==> src/rtl/fetch_pkg.sv <==
// Shared types and constants for the instruction fetch stage.
package fetch_pkg;

  localparam int unsigned FETCH_XLEN = 32;
  localparam int unsigned ILEN_BYTES = 4;
  localparam logic [FETCH_XLEN-1:0] INSTR_NOP = 32'h0000_0013;

  typedef struct packed {
    logic [FETCH_XLEN-1:0] pc;
    logic [FETCH_XLEN-1:0] instr;
  } fetch_entry_t;

endpackage

==> src/rtl/fetch_unit_if.sv <==
// Memory request/response, redirect and decode handshake bundle for fetch_unit.
// FETCH_MISALIGN_TRAP_EN adds the misaligned-redirect exception outputs.
interface fetch_unit_if #(
  parameter int unsigned XLEN = 32
) ();

  logic            o_im_arvalid;
  logic            i_im_arready;
  logic [XLEN-1:0] o_im_araddr;
  logic            i_im_rvalid;
  logic [XLEN-1:0] i_im_rdata;
  logic            o_im_rready;
  logic            i_br_valid;
  logic [XLEN-1:0] i_br_target;
  logic            o_if_valid;
  logic            i_if_ready;
  logic [XLEN-1:0] o_if_instr;
  logic [XLEN-1:0] o_if_pc;
`ifdef FETCH_MISALIGN_TRAP_EN
  logic            o_exc_misaligned;
  logic [XLEN-1:0] o_exc_pc;
`endif

  modport master (
    input  i_im_arready, i_im_rvalid, i_im_rdata, i_br_valid, i_br_target, i_if_ready,
    output o_im_arvalid, o_im_araddr, o_im_rready, o_if_valid, o_if_instr, o_if_pc
`ifdef FETCH_MISALIGN_TRAP_EN
    , output o_exc_misaligned, o_exc_pc
`endif
  );

  modport slave (
    output i_im_arready, i_im_rvalid, i_im_rdata, i_br_valid, i_br_target, i_if_ready,
    input  o_im_arvalid, o_im_araddr, o_im_rready, o_if_valid, o_if_instr, o_if_pc
`ifdef FETCH_MISALIGN_TRAP_EN
    , input o_exc_misaligned, o_exc_pc
`endif
  );

endinterface

==> src/rtl/fetch_fifo.sv <==
// Fetch buffer: power-of-2 depth FIFO of fetch_entry_t with synchronous flush.
// Head entry comes straight from storage flops, so a push is visible next cycle.
module fetch_fifo
  import fetch_pkg::*;
#(
  parameter int unsigned DEPTH = 2
) (
  input  logic                   clk,
  input  logic                   rst,
  input  logic                   flush_i,
  input  logic                   push_i,
  input  fetch_entry_t           data_i,
  input  logic                   pop_i,
  output logic                   valid_o,
  output fetch_entry_t           data_o,
  output logic [$clog2(DEPTH):0] count_o
);

  localparam int unsigned AW = $clog2(DEPTH);

  fetch_entry_t  mem_q [DEPTH];
  logic [AW:0]   wr_q, wr_d;
  logic [AW:0]   rd_q, rd_d;

  assign count_o = wr_q - rd_q;
  assign valid_o = (wr_q != rd_q);
  assign data_o  = mem_q[rd_q[AW-1:0]];

  always_comb begin
    wr_d = wr_q;
    rd_d = rd_q;
    if (flush_i) begin
      rd_d = wr_q;
    end else begin
      if (push_i) wr_d = wr_q + (AW+1)'(1);
      if (pop_i)  rd_d = rd_q + (AW+1)'(1);
    end
  end

  always_ff @(posedge clk) begin
    if (rst) begin
      wr_q <= '0;
      rd_q <= '0;
      for (int unsigned i = 0; i < DEPTH; i++) mem_q[i] <= '0;
    end else begin
      wr_q <= wr_d;
      rd_q <= rd_d;
      if (push_i && !flush_i) mem_q[wr_q[AW-1:0]] <= data_i;
    end
  end

endmodule

==> src/rtl/fetch_unit.sv <==
// Instruction fetch stage: PC, credit-limited memory requests, fetch buffer, redirects.
// Optional FETCH_MISALIGN_TRAP_EN: misaligned redirect raises o_exc_misaligned and halts fetch.
module fetch_unit
  import fetch_pkg::*;
#(
  parameter int unsigned     XLEN       = 32,
  parameter logic [XLEN-1:0] RESET_PC   = 32'h0000_0000,
  parameter int unsigned     FIFO_DEPTH = 2
) (
  input logic          clk,
  input logic          rst,
  fetch_unit_if.master bus
);

  localparam int unsigned     CW      = $clog2(FIFO_DEPTH) + 1;
  localparam logic [CW:0]     DEPTH_C = (CW+1)'(FIFO_DEPTH);
  localparam logic [XLEN-1:0] STEP    = XLEN'(ILEN_BYTES);

  logic [XLEN-1:0] pc_q, pc_d;
  logic [XLEN-1:0] resp_pc_q, resp_pc_d;
  logic [CW-1:0]   out_q, out_d;
  logic [CW-1:0]   drop_q, drop_d;

  logic            req_fire, resp_fire, credit_ok, halted;
  logic [XLEN-1:0] br_pc;
  logic            fifo_push, fifo_pop, fifo_flush, fifo_valid;
  logic [CW-1:0]   fifo_count;
  fetch_entry_t    push_entry, head;

`ifdef FETCH_MISALIGN_TRAP_EN
  logic            halted_q, halted_d, misaligned, exc_q;
  logic [XLEN-1:0] exc_pc_q;

  assign misaligned = bus.i_br_valid && (bus.i_br_target[1:0] != 2'b00);
  assign br_pc      = bus.i_br_target;
  assign halted_d   = bus.i_br_valid ? misaligned : halted_q;
  assign halted     = halted_q;

  always_ff @(posedge clk) begin
    if (rst) begin
      halted_q <= 1'b0;
      exc_q    <= 1'b0;
      exc_pc_q <= '0;
    end else begin
      halted_q <= halted_d;
      exc_q    <= misaligned;
      if (misaligned) exc_pc_q <= bus.i_br_target;
    end
  end

  assign bus.o_exc_misaligned = exc_q;
  assign bus.o_exc_pc         = exc_pc_q;
`else
  assign br_pc  = {bus.i_br_target[XLEN-1:2], 2'b00};
  assign halted = 1'b0;
`endif

  // Outstanding requests plus buffered entries never exceed the FIFO depth,
  // so responses can always be accepted.
  assign credit_ok        = ({1'b0, out_q} + {1'b0, fifo_count}) < DEPTH_C;
  assign bus.o_im_arvalid = !rst && credit_ok && !halted;
  assign bus.o_im_araddr  = pc_q;
  assign bus.o_im_rready  = !rst;

  assign req_fire  = bus.o_im_arvalid && bus.i_im_arready;
  assign resp_fire = bus.i_im_rvalid && bus.o_im_rready;

  assign bus.o_if_valid = !rst && fifo_valid && !bus.i_br_valid;
  assign bus.o_if_pc    = head.pc;
  assign bus.o_if_instr = head.instr;
  assign fifo_pop       = bus.o_if_valid && bus.i_if_ready;
  assign push_entry     = '{pc: resp_pc_q, instr: bus.i_im_rdata};

  always_comb begin
    out_d      = out_q + CW'(req_fire) - CW'(resp_fire);
    pc_d       = pc_q;
    resp_pc_d  = resp_pc_q;
    drop_d     = drop_q;
    fifo_push  = 1'b0;
    fifo_flush = 1'b0;
    if (bus.i_br_valid) begin
      // Every request still unanswered after this cycle belongs to the old stream.
      pc_d       = br_pc;
      resp_pc_d  = br_pc;
      drop_d     = out_d;
      fifo_flush = 1'b1;
    end else begin
      if (req_fire) pc_d = pc_q + STEP;
      if (resp_fire) begin
        if (drop_q != '0) begin
          drop_d = drop_q - CW'(1);
        end else begin
          fifo_push = 1'b1;
          resp_pc_d = resp_pc_q + STEP;
        end
      end
    end
  end

  always_ff @(posedge clk) begin
    if (rst) begin
      pc_q      <= RESET_PC;
      resp_pc_q <= RESET_PC;
      out_q     <= '0;
      drop_q    <= '0;
    end else begin
      pc_q      <= pc_d;
      resp_pc_q <= resp_pc_d;
      out_q     <= out_d;
      drop_q    <= drop_d;
    end
  end

  fetch_fifo #(
    .DEPTH (FIFO_DEPTH)
  ) u_fifo (
    .clk     (clk),
    .rst     (rst),
    .flush_i (fifo_flush),
    .push_i  (fifo_push),
    .data_i  (push_entry),
    .pop_i   (fifo_pop),
    .valid_o (fifo_valid),
    .data_o  (head),
    .count_o (fifo_count)
  );

endmodule

==> src/flat_wrapper.sv <==
// flat-port wrapper written by rule: the top's interface ports become plain ports
module fetch_unit_flat import fetch_pkg::*;
#(
  parameter int unsigned     XLEN       = 32,
  parameter logic [XLEN-1:0] RESET_PC   = 32'h0000_0000,
  parameter int unsigned     FIFO_DEPTH = 2
)
  (clk, rst, bus_i_im_arready, bus_i_im_rvalid, bus_i_im_rdata, bus_i_br_valid, bus_i_br_target, bus_i_if_ready, bus_o_im_arvalid, bus_o_im_araddr, bus_o_im_rready, bus_o_if_valid, bus_o_if_instr, bus_o_if_pc);
  fetch_unit_if #(.XLEN(XLEN)) bus_i ();
  input logic clk;
  input logic rst;
  input wire logic [$bits(bus_i.i_im_arready)-1:0] bus_i_im_arready;
  input wire logic [$bits(bus_i.i_im_rvalid)-1:0] bus_i_im_rvalid;
  input wire logic [$bits(bus_i.i_im_rdata)-1:0] bus_i_im_rdata;
  input wire logic [$bits(bus_i.i_br_valid)-1:0] bus_i_br_valid;
  input wire logic [$bits(bus_i.i_br_target)-1:0] bus_i_br_target;
  input wire logic [$bits(bus_i.i_if_ready)-1:0] bus_i_if_ready;
  output wire logic [$bits(bus_i.o_im_arvalid)-1:0] bus_o_im_arvalid;
  output wire logic [$bits(bus_i.o_im_araddr)-1:0] bus_o_im_araddr;
  output wire logic [$bits(bus_i.o_im_rready)-1:0] bus_o_im_rready;
  output wire logic [$bits(bus_i.o_if_valid)-1:0] bus_o_if_valid;
  output wire logic [$bits(bus_i.o_if_instr)-1:0] bus_o_if_instr;
  output wire logic [$bits(bus_i.o_if_pc)-1:0] bus_o_if_pc;
  assign bus_i.i_im_arready = bus_i_im_arready;
  assign bus_i.i_im_rvalid = bus_i_im_rvalid;
  assign bus_i.i_im_rdata = bus_i_im_rdata;
  assign bus_i.i_br_valid = bus_i_br_valid;
  assign bus_i.i_br_target = bus_i_br_target;
  assign bus_i.i_if_ready = bus_i_if_ready;
  assign bus_o_im_arvalid = bus_i.o_im_arvalid;
  assign bus_o_im_araddr = bus_i.o_im_araddr;
  assign bus_o_im_rready = bus_i.o_im_rready;
  assign bus_o_if_valid = bus_i.o_if_valid;
  assign bus_o_if_instr = bus_i.o_if_instr;
  assign bus_o_if_pc = bus_i.o_if_pc;
  fetch_unit #(.XLEN(XLEN), .RESET_PC(RESET_PC), .FIFO_DEPTH(FIFO_DEPTH)) u_core (.clk(clk), .rst(rst), .bus(bus_i));
endmodule
==> config.mk <==
export PLATFORM = sky130hd
export DESIGN_NAME = fetch_unit_flat
export DESIGN_NICKNAME = d
export VERILOG_FILES = /design/src/rtl/fetch_pkg.sv /design/src/rtl/fetch_unit_if.sv /design/src/rtl/fetch_fifo.sv /design/src/rtl/fetch_unit.sv /design/src/flat_wrapper.sv
export SDC_FILE = /design/constraint.sdc
export NUM_CORES = 1
export LEC_CHECK = 0
export ABC_AREA = 1
export BUFFER_PORTS_ARGS = -buffer_cell sky130_fd_sc_hd__buf_2
export CAP_MARGIN = 20
export CORE_UTILIZATION = 50
export CTS_CLUSTER_DIAMETER = 120
export DETAILED_ROUTE_END_ITERATION = 12
export GPL_ROUTABILITY_DRIVEN = 0
export PLACE_DENSITY = 0.75
export SLEW_MARGIN = 20
export SYNTH_ARGS = -nofsm -noshare
export SYNTH_HDL_FRONTEND = slang
export SYNTH_SLANG_ARGS = --single-unit
==> constraint.sdc <==
create_clock -name clk -period 3.05 [get_ports clk]
set_input_delay 0.305 -clock clk [delete_from_list [all_inputs] [get_ports clk]]
set_output_delay 0.305 -clock clk [all_outputs]
set_load 0.02 [all_outputs]
==> impl_results.md <==
- First-pass GRT wire length: 36,490 um
- Htree depth: 4
- RSZ-0062 raised after global routing: false
- Most frequent cells in the layout: nand2_1, nor2_1, buf_2
- Diodes inserted: 0
- Worst hold path type: in -> reg
- Final Instance Area: 11,500 um2
- Max Cap Viol: 0
- Worst Path Class, Setup: reg -> out
- Synth Register Bits: 193
- Overall routed net length: 23,040 um
- Die ar.: 20,340 um2
- Startpoint types: flip-flop
- Area grow syn2layout: 16.34%
- Final Hold Viols: 0
- Core Region: 19,400 um2
- Layout cells sized above 1: 0.2404
- Endpoints failing setup: 0
- Worst EP required: 2.74 ns
- Resized cells post-CTS: 0
- Clock-pin slew on the worst setup and hold paths: 0.07 ns
- Area after DPL: 10,880 um2
- Most common cell after layout, fill and taps aside: nand2_1
- # clock sinks: 193
- Die Width: 142.6 um
- Antenna violations before repair: 0
- Fmax achieved: 0.4007 GHz
- Routed Antenna Nets: 0
- Grt ovf: 0
- TritonCTS clock tree: done
- DR vias: 8,116
- Largest net degree at the start of global routing: 65
- Worst slack, placed: 0.5525 ns
- Sw power: 1741 uW
- Clock group share of total power: 0.374
- Crit-path max FO: 4
- Leak: 0.004957 uW
- Sequential power share: 0.479
- Mapped Avg Cell Area: 8.626 um2
- Clk buf depth: 2
- # rows: 51
- Least-Margin Pin Slew: 0.8533 ns
- Crit. End Element: output port
- Clk root buf: clkbuf_16
- Pwr Density: 549.0 nW/um2
- Starting Density: 0.5096
- Hpwl dp: 15,640 um
- Final period utilization: 0.8182
- Setup TNS: 0 ns
- Die height: 142.6 um
- Post-Synthesis Cells: 1,146
- Detailed Routing Iterations Pass 1: 6
- Hold_buf cts: 0
- Max VDD drop: 0.3685 mV
- Number of global-route vias before repair: 7,571
- Comb pwr share: 0.146
- Slowest stage cell, crit path: fa_1
- Pint: 4573 uW
- Total CTS buffers: 17
- Post-route DRC: 0
- Nets: 1,370
- GRT Overall Usage: 0.2328
- Fin crit period: 2.496 ns
- CP arrival: 2.19 ns
- Switching part of the total: 0.2757
- Detailed router's first-iteration violation count: 584
- Worst Setup Slack, final: 0.5544 ns
- Slew headroom: 0.4312
- Clock skew: 0.01784 ns
- IO buf count: 162
- Ports: 169
- Register area share after synthesis: 0.5164
- Status: finished, final reports clean
- CP peak stage delay: 0.55 ns
- Ys Warns: 0
- Worst-path cell chain: inv_1 > ha_1 > inv_1 > nand2_1 > fa_1 > nand2_1 > nor2_1 > buf_2
- WL/cell: 14.66 um
- Synth Cell Area: 9886 um2
- Final Total Pwr: 6314 uW
- Slew Viols, Final: 0
- Post-CTS Setup Repair Bufs: 0
- Yosys cell types: 39
- Clk_lat worst skew: 0.45 ns
- Vias per Instance: 5.166
==> power by group through the flow <==
stage / combinational (uW) / sequential (uW) / clock [uW]
3_3_place_gp: 911 / 3080 / 0
4_1_cts: 930 / 3030 / 2390
5_1_grt: 1020 / 3050 / 2490
2_1_floorplan: 620 / 3090 / 0
6_report: 925 / 3030 / 2360
3_5_place_dp: 924 / 3080 / 0
==> metal layers <==
layer | GRT usage | routed length, um | vias to the layer above
li1 | - | - | 4002
met3 | 0.04762 | 2002 | 45
met4 | 0.08829 | 477 | 0
met1 | 0.3021 | 9990 | 3706
met5 | 0 | 0 | -
met2 | 0.3829 | 10570 | 363
==> cell usage after synthesis <==
cell type | number | area share
inv_1 | 151 | 0.057
nand2_1 | 235 | 0.089
edfxtp_1 | 124 | 0.38
nand2_2 | 3 | 0.0019
nor2_2 | 26 | 0.016
nand3_1 | 63 | 0.032
a221oi_1 | 1 | 0.00089
nand2_4 | 1 | 0.0011
fa_1 | 1 | 0.0020
nand3b_1 | 1 | 0.00076
inv_2 | 2 | 0.00076
buf_4 | 5 | 0.0038
nand4_4 | 1 | 0.0022
clkbuf_1 | 14 | 0.0053
a31oi_1 | 12 | 0.0076
buf_2 | 22 | 0.011
a21oi_1 | 60 | 0.030
buf_6 | 7 | 0.0080
nor3_1 | 3 | 0.0015
conb_1 | 1 | 0.00038
nor3b_1 | 1 | 0.00076
o211ai_1 | 5 | 0.0038
xor2_1 | 10 | 0.0089
mux2i_1 | 1 | 0.0010
nand4_1 | 7 | 0.0044
nor2_4 | 4 | 0.0046
nor2_1 | 183 | 0.069
o221ai_1 | 1 | 0.00089
o21ai_0 | 52 | 0.026
xnor2_1 | 3 | 0.0027
mux2_2 | 62 | 0.071
or2_2 | 1 | 0.00063
dfxtp_1 | 69 | 0.14
inv_4 | 2 | 0.0013
nand3_4 | 1 | 0.0018
o21a_1 | 1 | 0.00076
ha_1 | 6 | 0.0076
nor2_8 | 2 | 0.0041
a21o_1 | 2 | 0.0015
==> per-stage QoR <==
step           hold WS, ns  cells    util
2_1_floorplan       0.4540   1149       -
3_3_place_gp        0.4788   1539  0.5607
3_5_place_dp        0.4852   1539  0.5607
4_1_cts             0.1238   1571  0.5929
5_1_grt             0.1644   1571  0.5929
6_report            0.1391   1571  0.5929
==> final cells by class <==
class	count	area, um2
multi-input cells	753	3934
well taps	265	331.6
fillers	1716	7898
flip-flops and latches	193	5106
inverters	155	586.8
clock buffers	17	425.4
clock inverters	15	198.9
repair buffers	173	918.4
==> logic make-up (layout without fill, tap and decap cells) <==
| logic type | after synthesis | in the layout | synth area share |
|---|---|---|---|
| DFF | 193 | 193 | 0.5164 |
| muxes | 63 | 63 | 0.07164 |
| other | 1 | 4 | 0.0003793 |
| AOI/OAI and AO/OA | 134 | 134 | 0.07214 |
| and+or+nand+nor | 532 | 532 | 0.2307 |
| adders and majority gates | 7 | 7 | 0.009619 |
| buffers and inverters | 203 | 360 | 0.08758 |
| xor gates and xnor gates | 13 | 13 | 0.01152 |
==> state kept, by name, summed over array words and instances (netlist names), named ones only <==
register and cells:
u_core.drop_q 2, u_core.out_q 2, u_core.u_fifo.mem_q 124, u_core.u_fifo.wr_q 2, u_core.bus.o_im_araddr 30, u_core.resp_pc_q 30
u_core.u_fifo.rd_q 2
==> critical path, delay by kind of cell (launching register included) <==
family | cells | cell delay, ns
adders and majority gates | 2 | 0.84
buffers and inverters | 3 | 0.34
DFF | 1 | 0.38
and+or+nand+nor | 3 | 0.20
==> path summary, 6_finish.rpt <==
check                                           start  cells after the start                    endpoint  slack (ns)
worst max-delay path            u_core.u_fifo.wr_q[0]                      8            bus_o_im_arvalid        0.55
worst min-delay path              bus_i_br_target[30]                      3  u_core.bus.o_im_araddr[30]        0.14
worst max register to register  u_core.u_fifo.wr_q[0]                     11  u_core.bus.o_im_araddr[14]        0.57
worst min register to register  u_core.u_fifo.wr_q[1]                      2       u_core.u_fifo.wr_q[1]        0.50
Power figures use the tool's default switching activity.
